### src/rtl/ncl_sync_capture.sv
// Clocked-domain consumer for a dual-rail NCL producer: synchronizes the rails,
// detects DATA/NULL completion, drives the acknowledge and buffers words in a FIFO.
module ncl_sync_capture #(
    parameter int WIDTH = 8,
    parameter int DEPTH = 4,
    parameter int CNT_W = 16
) (
    input  logic                     clk,
    input  logic                     reset,
    input  logic [WIDTH-1:0]         t_in,
    input  logic [WIDTH-1:0]         f_in,
    output logic                     ncl_ack,
    output logic                     m_valid,
    output logic [WIDTH-1:0]         m_data,
    input  logic                     m_ready,
    output logic [$clog2(DEPTH):0]   fifo_level,
    output logic [CNT_W-1:0]         word_cnt,
    output logic                     rail_err
);

    localparam int PTR_W = $clog2(DEPTH);
    localparam int LVL_W = PTR_W + 1;
    localparam logic [LVL_W-1:0] LVL_ONE  = LVL_W'(1);
    localparam logic [LVL_W-1:0] LVL_FULL = LVL_W'(DEPTH);
    localparam logic [PTR_W-1:0] PTR_ONE  = PTR_W'(1);
    localparam logic [CNT_W-1:0] CNT_ONE  = CNT_W'(1);

    typedef enum logic {
        WAIT_DATA = 1'b0,
        WAIT_NULL = 1'b1
    } state_t;

    logic [WIDTH-1:0] t_meta_q, t_sync_q, f_meta_q, f_sync_q;
    state_t           state_q, state_d;
    logic             rail_err_q, rail_err_d;
    logic [CNT_W-1:0] word_cnt_q, word_cnt_d;
    logic [PTR_W-1:0] wr_ptr_q, wr_ptr_d, rd_ptr_q, rd_ptr_d;
    logic [LVL_W-1:0] count_q, count_d;
    logic [WIDTH-1:0] mem [DEPTH];

    logic complete, is_null, invalid, full, push, pop;

    // Rails only move monotonically between NULL and DATA, so per-bit skew through
    // the two-flop chain shows up as a partial word, never as a wrong one.
    always_ff @(posedge clk) begin
        if (!reset) begin
            t_meta_q <= '0;
            t_sync_q <= '0;
            f_meta_q <= '0;
            f_sync_q <= '0;
        end else begin
            // NOTE: non-blocking, so each stage takes the previous stage's old value.
            t_meta_q <= t_in;
            t_sync_q <= t_meta_q;
            f_meta_q <= f_in;
            f_sync_q <= f_meta_q;
        end
    end

    assign complete = &(t_sync_q ^ f_sync_q);
    assign is_null  = ~|(t_sync_q | f_sync_q);
    assign invalid  = |(t_sync_q & f_sync_q);
    assign full     = (count_q == LVL_FULL);
    assign pop      = (count_q != '0) && m_ready;

    // NOTE: every output of this block gets a default first, so no latch is inferred.
    always_comb begin
        state_d    = state_q;
        rail_err_d = rail_err_q;
        push       = 1'b0;
        case (state_q)
            WAIT_DATA: begin
                if (invalid) begin
                    rail_err_d = 1'b1;
                end else if (complete && !full) begin
                    push    = 1'b1;
                    state_d = WAIT_NULL;
                end
            end
            WAIT_NULL: begin
                if (invalid) rail_err_d = 1'b1;
                if (is_null) state_d = WAIT_DATA;
            end
        endcase
    end

    always_comb begin
        word_cnt_d = push ? word_cnt_q + CNT_ONE : word_cnt_q;
        wr_ptr_d   = push ? wr_ptr_q + PTR_ONE : wr_ptr_q;
        rd_ptr_d   = pop  ? rd_ptr_q + PTR_ONE : rd_ptr_q;
        count_d    = count_q;
        if (push && !pop)      count_d = count_q + LVL_ONE;
        else if (!push && pop) count_d = count_q - LVL_ONE;
    end

    always_ff @(posedge clk) begin
        if (!reset) begin
            state_q    <= WAIT_DATA;
            rail_err_q <= 1'b0;
            word_cnt_q <= '0;
            wr_ptr_q   <= '0;
            rd_ptr_q   <= '0;
            count_q    <= '0;
        end else begin
            state_q    <= state_d;
            rail_err_q <= rail_err_d;
            word_cnt_q <= word_cnt_d;
            wr_ptr_q   <= wr_ptr_d;
            rd_ptr_q   <= rd_ptr_d;
            count_q    <= count_d;
        end
    end

    // NOTE: storage has no reset; occupancy and pointers alone decide what is valid.
    always_ff @(posedge clk) begin
        if (reset && push) mem[wr_ptr_q] <= t_sync_q;
    end

    assign ncl_ack    = (state_q == WAIT_DATA);
    assign m_valid    = (count_q != '0);
    assign m_data     = mem[rd_ptr_q];
    assign fifo_level = count_q;
    assign word_cnt   = word_cnt_q;
    assign rail_err   = rail_err_q;

endmodule

### config.mk
export PLATFORM = sky130hd
export DESIGN_NAME = ncl_sync_capture
export DESIGN_NICKNAME = d
export VERILOG_FILES = /design/src/rtl/ncl_sync_capture.sv
export SDC_FILE = /design/constraint.sdc
export NUM_CORES = 1
export LEC_CHECK = 0
export ABC_AREA = 1
export BUFFER_PORTS_ARGS = -buffer_cell sky130_fd_sc_hd__buf_2
export CORE_ASPECT_RATIO = 1.1
export CORE_UTILIZATION = 45
export CTS_CLUSTER_SIZE = 24
export DETAILED_ROUTE_END_ITERATION = 12
export PLACE_DENSITY = 0.71
export SYNTH_ARGS = -nofsm -noshare
export SYNTH_HDL_FRONTEND = slang
export SYNTH_SLANG_ARGS = --single-unit
export TNS_END_PERCENT = 5
### constraint.sdc
create_clock -name clk -period 4.15 [get_ports clk]
set_clock_uncertainty 0.15 [all_clocks]
set_input_delay 0.83 -clock clk [delete_from_list [all_inputs] [get_ports clk]]
set_output_delay 0.83 -clock clk [all_outputs]
set_load 0.02 [all_outputs]
==> results of run 1 <==
registers in the layout, indices dropped and copies added, names as in the netlist, named ones only:
name and count:
f_meta_q 8, fifo_level 3, rail_err 1, t_sync_q 8
f_sync_q 8, t_meta_q 8, mem 32, state_q 1
word_cnt 16, rd_ptr_q 2, wr_ptr_q 2
where the power goes:
group | total, mW | internal, mW | switching, mW
Combinational | 0.282 | 0.0935 | 0.188
Clock | 0.582 | 0.282 | 0.299
Sequential | 0.977 | 0.953 | 0.0243
critical path, delay by kind of cell (launching register included):
kind / cells / cell delay [ps]
adder cells (fa/ha/maj): 1 / 290
buffers and inverters: 2 / 270
flip-flops: 1 / 430
AND/OR/NAND/NOR: 7 / 1460
area by class of cell:
type                            instances  area [um^2]  share of cell area [%]
Clock inverter                          5        62.56                   1.441
Multi-Input combinational cell        253         1335                   30.74
Timing Repair Buffer                   50        255.2                   5.877
Tap cell                              108        135.1                   3.112
Sequential cell                        91         2142                   49.32
Clock buffer                           11        131.4                   3.025
Inverter                               75        281.5                   6.482
final timing paths:
check / depth (start not counted) / from / to / slack, ps
setup / recovery: 10 / t_sync_q[5] / mem[2][3] / 1170
hold / removal: 2 / t_meta_q[5] / t_sync_q[5] / 270
setup reg to reg: 10 / t_sync_q[5] / mem[2][3] / 1170
hold reg to reg: 2 / t_meta_q[5] / t_sync_q[5] / 270
stage by stage:
| stage | power (mW) | hold slack, ps | std cells |
|---|---|---|---|
| floorplan | 1.186 | 240.5 | 430 |
| global placement | 1.267 | 243.8 | 577 |
| detailed placement | 1.281 | 250.4 | 577 |
| CTS | 1.859 | 270.1 | 593 |
| global route | 1.922 | 283.0 | 593 |
| finish | 1.841 | 269.2 | 593 |
placed cells by master, fill, tap and decap left out, types with 2 or more instances in the layout:
master    netlist  routed
nand2_1        82      82
inv_1          72      72
nor2_1         66      66
dfxtp_1        59      59
buf_2           1      48
edfxtp_1       32      32
ha_1           22      22
o21ai_0        21      21
nand3_1        20      20
a21oi_1        14      14
clkbuf_8        0       9
o22ai_1         8       8
a21oi_2         6       6
nand4_1         4       4
nor2_2          3       3
inv_2           2       2
clkbuf_1        7       2
buf_4           1       2
cell usage after synthesis, types with 6 or more instances:
| master | count | area (um^2) |
|---|---|---|
| a21oi_1 | 14 | 70.07 |
| a21oi_2 | 6 | 52.55 |
| clkbuf_1 | 7 | 26.28 |
| dfxtp_1 | 59 | 1181 |
| edfxtp_1 | 32 | 960.9 |
| ha_1 | 22 | 275.3 |
| inv_1 | 72 | 270.3 |
| nand2_1 | 82 | 307.8 |
| nand3_1 | 20 | 100.1 |
| nor2_1 | 66 | 247.7 |
| o21ai_0 | 21 | 105.1 |
| o22ai_1 | 8 | 50.05 |
per-layer routing:
| metal | share of wire [%] | track usage [%] |
|---|---|---|
| met1 | 45 | 19.73 |
| met2 | 48 | 27.46 |
| met3 | 5.0 | 3.858 |
| met4 | 1.4 | 9.926 |
| met5 | 0 | 0 |
cells by family (layout without fill, tap and decap cells):
| kind of cell | count (synthesis) | in the layout | share of synthesized area, % |
|---|---|---|---|
| compound gates | 49 | 49 | 7.248 |
| xor+xnor | 1 | 1 | 0.2286 |
| fa+ha+maj | 23 | 23 | 7.705 |
| buf+inv | 86 | 141 | 9.272 |
| flops | 91 | 91 | 55.89 |
| simple gates | 180 | 180 | 19.65 |
==> flow_summary.json, run 1 <==
{
  "worst_slew_margin_rel_pct": 42.81,
  "area_delta_synth_final_pct": 13.32,
  "clock_path_buffers": 2,
  "report.final.slew_viol_count": 0,
  "ys.warnings.count": 0,
  "post_route_cells_drive_above_1_share_pct": 16.08,
  "ys_async_sr_fraction_pct": 0,
  "max-cap-violations": 0,
  "critical-path-max-stage-delay_ps": 660,
  "postSynthRegisterBits": 91,
  "postCtsHoldBufs": 0,
  "grt_overall_usage_pct": 16.56,
  "grt_max_degree": 56,
  "timing.final.crit_share_pct": 71.78,
  "dr_total_vias": 2761,
  "drt-pass1-iter-count": 4,
  "cts.root.buffer_cell": "clkbuf_8",
  "layout.filler_cells": 739,
  "post_cts.repair.setup_buffers": 0,
  "critical_path_peak_fanout": 11,
  "number_of_flops_mapped_to_enable_cells_by_yosys": 32,
  "result_of_the_run": "complete, no violations",
  "detail_route.wirelength_um": 6894,
  "place_worst_setup_slack_ps": 1159,
  "worst_hold_path_type": "flop to flop",
  "start_util_pct": 47.41,
  "postLayoutCoreUtil_pct": 53.73,
  "required_ps": 3980,
  "pin_count": 49,
  "critical_path.cell_chain": "inv_1 -> ha_1 -> nand2_1 -> nor2_2 -> nand2_1 -> nor2_2 -> nand3_1 -> inv_1 -> nand2_1 -> nor2_1",
  "cts.sink_count": 91,
  "cts.repair.resized": 0,
  "clk_pin_slew_worst_paths_ps": 80,
  "grt_pass1_wl_um": 11340,
  "cellLeakagePower_nw": 2.069,
  "synth_seq_area_share_pct": 55.89,
  "finalWorstPathRequiredPeriod_ps": 2979,
  "hold_vio_cnt_final": 0,
  "setup.worst_path.start_class": "flop",
  "ctsHtreeMaxLevel": 3,
  "placement_rows": 34,
  "synthesis.area_um2": 3832,
  "tns_ps": 0,
  "drtIter0Drc": 195,
  "placedInstanceArea_um2": 4149,
  "post_dr_vias_cell": 4.656,
  "wl_per_cell_um": 11.63,
  "route.antenna.remaining_nets": 0,
  "total_setup_violations_reported_at_the_end_of_the_flow": 0,
  "critical_path.slowest_cell": "nor2_1",
  "cellPowerDensity_nw_per_um2": 423.9,
  "design.die.area_um2": 8890,
  "postSynthCellCount": 430,
  "main_synth_ff_type": "dfxtp_1",
  "number_of_global_route_vias_before_repair": 2515,
  "timing.critical_path.to_type": "flop",
  "mappedNetlistNets": 472,
  "num-nets-final": 522,
  "maxClockFrequency_mhz": 335.7,
  "worst_setup_path_category": "flop to flop",
  "place.detailed.hpwl_um": 4992,
  "io_buffer_count": 48,
  "numCtsBuffers": 9,
  "core_region_area_um2": 8083,
  "cts_tree": "yes",
  "place.gp.congestion": 0.8200,
  "yosysUniqueCellTypes": 27,
  "die_x_um": 89.99,
  "layout_setup_ws_ps": 1171,
  "vdd.ir_drop.worst_v": 0.0002698,
  "grt.overflow.total": 0,
  "crit_path_frequent_cell": "nand2_1",
  "clkLatencyLatePin_ps": 360,
  "finish.instance_area_um2": 4343,
  "antennaDiodeCount": 0,
  "grt_setup_unrepaired": "no",
  "cp.arrival_ps": 2810,
  "avgSynthCellArea_um2": 8.913,
  "drc": 0,
  "die-height_um": 98.79,
  "grt_antenna_before_repair": 0,
  "worst_pin_slew_ps": 854.7
}
Note: power is estimated with default switching activity, not from simulation.
==> run 2, diff against run 1 <==
ABC_AREA = 0   (was 1)
PLACE_DENSITY = 0.73   (was 0.71)
clock period = 2.4 ns   (was 4.15 ns; I/O delays follow)
==> run 2 against run 1 <==
  * The run now ends with setup timing left
  * Clock power up 87%
  * Design area is 5.0% higher
  * Flip-flop and latch count stayed put
  * Die area decreased by 3.4%
  * Global-route usage is 0.25 points lower
  * Fmax increased by 14%
  * Synthesized cell count is 30% lower
  * Critical endpoint is now fifo_level[2]
  * Highest routed layer unchanged
==> flow_summary.json, run 2 <==
{
  "worst_hold_path_type": "input pin to flop",
  "main_synth_ff_type": "dfxtp_1",
  "grt_setup_unrepaired": "yes",
  "area_delta_synth_final_pct": 23.27,
  "timing.final.crit_share_pct": 109.3,
  "layout.cells.most_common_list": "dfxtp_1, buf_2, and2_1, edfxtp_1, buf_4",
  "ys_async_sr_fraction_pct": 0,
  "io_buffer_count": 48,
  "worst_pin_slew_ps": 474.6,
  "wl_per_cell_um": 13.22,
  "yosys.area_share.adder_pct": 7.981,
  "antennaDiodeCount": 0,
  "num-nets-final": 415,
  "synth_compound_gate_area_share_pct": 6.493,
  "grt.overflow.total": 0,
  "start_util_pct": 46.51,
  "cellPowerDensity_nw_per_um2": 699.0,
  "tns_ps": -222.9,
  "fin_total_pwr_mw": 3.188,
  "total_setup_violations_reported_at_the_end_of_the_flow": 1,
  "required_ps": 2540,
  "setup.worst_path.start_class": "flop",
  "placement_rows": 34,
  "synth_top_family_by_area": "simple AND/OR/NAND/NOR gates",
  "failed_checks": "setup timing",
  "place_worst_setup_slack_ps": -259.8,
  "hold_vio_cnt_final": 0,
  "worst_slew_margin_rel_pct": 68.31,
  "finish.cell_count_without_fillers": 486,
  "post_synth_xor_area_fraction_pct": 0.9469,
  "layout_setup_ws_ps": -222.9,
  "clkLatencyLatePin_ps": 360,
  "result_of_the_run": "complete, but fails checks",
  "ys.warnings.count": 0,
  "netlist.top_cell.by_area": "dfxtp_1",
  "synthesis.area_um2": 3700,
  "maxClockFrequency_mhz": 381.3,
  "detail_route.wirelength_um": 6427,
  "route.antenna.remaining_nets": 0,
  "number_of_global_route_vias_before_repair": 2252,
  "finalWorstPathRequiredPeriod_ps": 2623,
  "registers.top_by_ff_count": "mem",
  "max-cap-violations": 0,
  "number_of_flops_mapped_to_enable_cells_by_yosys": 32,
  "placedInstanceArea_um2": 4278,
  "avgSynthCellArea_um2": 12.25,
  "cellLeakagePower_nw": 1.805,
  "die-height_um": 97.10,
  "postSynthRegisterBits": 91,
  "place.detailed.instances": 467,
  "dr_total_vias": 2442,
  "cp.arrival_ps": 2770,
  "postSynthCellCount": 302,
  "vdd.ir_drop.worst_v": 0.0003036,
  "ctsHtreeMaxLevel": 3,
  "synthMostInstantiatedCell": "dfxtp_1",
  "critical_path_peak_fanout": 2,
  "finish.instance_area_um2": 4561,
  "core_region_area_um2": 7955,
  "clk_pin_slew_worst_paths_ps": 90,
  "synth.top_cells.by_area": "dfxtp_1, edfxtp_1, ha_1, and2_1, mux4_2",
  "place.detailed.hpwl_um": 4437,
  "drt-pass1-iter-count": 4,
  "cts.root.buffer_cell": "clkbuf_8",
  "layout.filler_cells": 669,
  "clock_path_buffers": 2,
  "report.final.slew_viol_count": 0,
  "post_synth_and_or_nand_nor_area_fraction_pct": 17.69,
  "post-synth-top-area-fraction_pct": 31.92,
  "post_dr_vias_cell": 5.025,
  "grt_overall_usage_pct": 16.30,
  "mappedNetlistNets": 344,
  "grt_pass1_wl_um": 10630,
  "sequential_cell_area_um2": 2152,
  "post_route_cells_drive_above_1_share_pct": 33.86,
  "ys_top_cells_by_count": "dfxtp_1, and2_1, edfxtp_1, inv_1, ha_1",
  "synth_mux_area_share_pct": 5.140,
  "timing.critical_path.to_type": "flop",
  "worst_setup_path_category": "flop to flop",
  "grt_max_degree": 37,
  "synth_seq_area_share_pct": 57.90,
  "final_common_cell": "dfxtp_1",
  "cts_tree": "yes",
  "yosysUniqueCellTypes": 36,
  "design.die.area_um2": 8589,
  "grt_antenna_before_repair": 0,
  "place.gp.congestion": 0.7624,
  "cts.sink_count": 91,
  "drtIter0Drc": 187,
  "drc": 0,
  "area_of_combinational_cells_with_multiple_inputs_um2": 1488,
  "die_x_um": 88.46,
  "numCtsBuffers": 9,
  "largest_register_ffs": 32,
  "pin_count": 49
}
-- run 2: cell count changes in the layout (fill, tap and decap cells not counted), sizes merged, moves of 7 or more --
cell and delta:
or4 +14, nand3 -12, o21ai -16, inv -46
mux4 +8, o22ai -8, nand2 -77, buf +24
and2 +32, nor2 -62, o31ai +13, or3 +7
-- run 2: power by group --
group          total, mW  switching [mW]  internal (mW)
clock network       1.09           0.546          0.544
registers           1.68          0.0355           1.64
logic              0.419           0.221          0.198
-- run 2: worst max-delay path: stages (launching register included) --
cell     delay, ps
dfxtp_2        350
inv_2           50
ha_4           240
nand4_1        120
or3_4          410
nor2_4         140
ha_4           140
inv_2           40
fa_2           340
xor2_1         150
or3_1          300
a21oi_1        130
-- run 2: cell type report --
type                    count  area share, %
flip-flops and latches     91          47.19
multi-input cells         173          32.62
repair buffers             74          10.64
well taps                 108          2.963
clock buffers               9          2.716
inverters                  24          1.975
clock inverters             7          1.893
-- run 2: metrics by stage --
step | hold WS, ps | util [%]
final | 167.6 | 57.33
after detailed placement | 267.7 | 53.77
after floorplan | 261.8 | -
after CTS | 153.4 | 56.92
after global routing | 148.3 | 57.33
after global placement | 267.2 | 53.77
-- run 2: layer usage --
metal	vias up	wire [um]	track usage, %
li1	1228	-	-
met1	1161	3006	21.74
met2	42	3091	24.73
met3	11	210	4.758
met4	0	119	6.576
met5	-	0	0
-- run 2: worst paths after layout --
kind,from,end,slack (ps),cells past startpoint
min,t_in[0],t_meta_q[0],170,2
max reg2reg,t_sync_q[1],fifo_level[2],-220,11
min reg2reg,t_meta_q[6],t_sync_q[6],290,1
max,t_sync_q[1],fifo_level[2],-220,11
-- run 2: timing repair --
| item | 4_1_cts | 5_1_grt |
|---|---|---|
| buffers inserted | 1 | 2 |
| hold buffers | 0 | 0 |
| setup endpoints to repair | 2 | 11 |
| gates resized for setup | 9 | 6 |
| gates cloned | 0 | 0 |
| pin swaps | 3 | 2 |
-- run 2: cell families after synthesis --
family,Yosys count
AO/OA/AOI/OAI,40
XOR/XNOR,4
adder cells (fa/ha/maj),23
buffers and inverters,38
flip-flops,91
multiplexers,9
AND/OR/NAND/NOR,97
==> run 3, diff against run 2 <==
MAX_ROUTING_LAYER = met4   (was unset)
==> run 3 against run 2 <==
  * The flow still finishes with violations (setup timing)
  * Flip-flop and latch count is the same
  * Largest cell class unchanged
  * Routed wire length grew 0.26%
  * Clock power is essentially flat
  * Total power shrank 0.14%
  * Design area is the same
  * Sequential power is essentially flat
  * Critical path type unchanged
  * Register-to-register slack is essentially flat
  * Largest power group unchanged
==> flow_summary.json, run 3 (synthesized netlist as in run 2, its figures left out) <==
{
  "result_of_the_run": "complete, but fails checks",
  "failed_checks": "setup timing",
  "postLayoutCoreUtil_pct": 57.33,
  "grt_setup_unrepaired": "yes",
  "place.detailed.hpwl_um": 4437,
  "num-nets-final": 415,
  "cp.arrival_ps": 2760,
  "finish.cell_count_without_fillers": 486,
  "dr_total_vias": 2439,
  "wl_per_cell_um": 13.26,
  "cellLeakagePower_nw": 1.805,
  "hold_vio_cnt_final": 0,
  "worst_pin_slew_ps": 463.3,
  "cts.sink_count": 91,
  "placement_rows": 34,
  "total_setup_violations_reported_at_the_end_of_the_flow": 1,
  "post_dr_vias_cell": 5.019,
  "report.final.slew_viol_count": 0,
  "pin_count": 49,
  "place_worst_setup_slack_ps": -259.8,
  "design.die.area_um2": 8589,
  "whs_path_depth": 2,
  "grt_antenna_before_repair": 0,
  "required_ps": 2540,
  "place.gp.congestion": 0.7725,
  "cellPowerDensity_nw_per_um2": 698.0,
  "clock_path_buffers": 2,
  "setup.worst_path.start_class": "flop",
  "post_route_cells_drive_above_1_share_pct": 33.86,
  "finalWorstPathRequiredPeriod_ps": 2624,
  "rrSetupSlack_ps": -220,
  "timing.final.crit_share_pct": 109.3,
  "hold-path-endpoint": "t_meta_q[0]",
  "layout_setup_ws_ps": -223.6,
  "route.antenna.remaining_nets": 0,
  "core_region_area_um2": 7955,
  "grt_overall_usage_pct": 16.82,
  "max-cap-violations": 0,
  "worst_setup_path_category": "flop to flop",
  "holdCritStartpoint": "t_in[0]",
  "timing.critical_path.to_type": "flop",
  "maxClockFrequency_mhz": 381.2,
  "area_delta_synth_final_pct": 23.27,
  "vdd.ir_drop.worst_v": 0.0002991,
  "cts.root.buffer_cell": "clkbuf_8",
  "start_util_pct": 46.51,
  "number_of_global_route_vias_before_repair": 2249,
  "placedInstanceArea_um2": 4278,
  "clkLatencyLatePin_ps": 360,
  "drc": 0,
  "clk_pin_slew_worst_paths_ps": 90,
  "detail_route.wirelength_um": 6444,
  "timing.rr.start": "t_sync_q[1]",
  "final_common_cell": "dfxtp_1",
  "largest_register_ffs": 32,
  "place.detailed.instances": 467,
  "antennaDiodeCount": 0,
  "timing.rr.end": "fifo_level[2]",
  "grt_pass1_wl_um": 10640,
  "grt.overflow.total": 0,
  "finish.instance_area_um2": 4561,
  "tns_ps": -223.6,
  "worst_hold_path_type": "input pin to flop",
  "r2r_worst_path_depth": 11,
  "cts_tree": "yes",
  "layout.cells.most_common_list": "dfxtp_1, buf_2, and2_1, edfxtp_1, buf_4",
  "grt_max_degree": 37,
  "ctsHtreeMaxLevel": 3,
  "registers.top_by_ff_count": "mem",
  "io_buffer_count": 48,
  "fin_total_pwr_mw": 3.183,
  "critical_path_peak_fanout": 2,
  "whs_ps": 171.4,
  "die_x_um": 88.46,
  "die-height_um": 97.10,
  "numCtsBuffers": 9,
  "drtIter0Drc": 179,
  "worst_slew_margin_rel_pct": 69.07,
  "drt-pass1-iter-count": 4
}
[run 3: cell counts in the layout (fill, tap and decap cells not counted)]
Identical to the previous run, type by type.
[run 3: layout make-up]
cell class / count / area, um^2
Inverter: 24 / 90.09
Tap cell: 108 / 135.1
Sequential cell: 91 / 2152
Clock buffer: 9 / 123.9
Clock inverter: 7 / 86.33
Fill cell: 669 / 3395
Multi-Input combinational cell: 173 / 1488
Timing Repair Buffer: 74 / 485.5
[run 3: how the worst max path moves through the flow]
| stage | startpoint | endpoint | slack (ps) | depth (start not counted) |
|---|---|---|---|---|
| global route | t_sync_q[7] | fifo_level[2] | -330 | 11 |
| detailed placement | f_sync_q[6] | fifo_level[2] | -260 | 11 |
| floorplan | t_sync_q[1] | fifo_level[2] | -380 | 12 |
| CTS | f_sync_q[7] | fifo_level[2] | -220 | 11 |
| global placement | f_sync_q[1] | fifo_level[2] | -210 | 11 |
| finish | t_sync_q[1] | fifo_level[2] | -220 | 11 |
[run 3: layer usage]
| layer | GRT usage, % | part of all wire [%] | vias up |
|---|---|---|---|
| li1 | - | - | 1232 |
| met1 | 21.85 | 47 | 1151 |
| met2 | 24.73 | 48 | 47 |
| met3 | 5.098 | 3.3 | 9 |
| met4 | 6.203 | 1.5 | 0 |
| met5 | - | 0 | - |
[run 3: where the power goes]
part / internal, mW / total, mW / switching (mW)
Combinational: 0.198 / 0.417 / 0.219
Clock: 0.544 / 1.09 / 0.542
Sequential: 1.64 / 1.68 / 0.0358
Total: 2.39 / 3.18 / 0.798
[run 3: worst max-delay path: stages (launching register included)]
cell     delay [ps]
dfxtp_2         350
inv_2            50
ha_4            240
nand4_1         120
or3_4           410
nor2_4          140
ha_4            140
inv_2            30
fa_2            340
xor2_1          150
or3_1           300
a21oi_1         130
[run 3: repair_timing]
item,CTS,global route
setup buffers,1,2
setup endpoints to repair,2,11
pin swaps,3,2
gates resized for setup,9,6
hold buffers,0,0
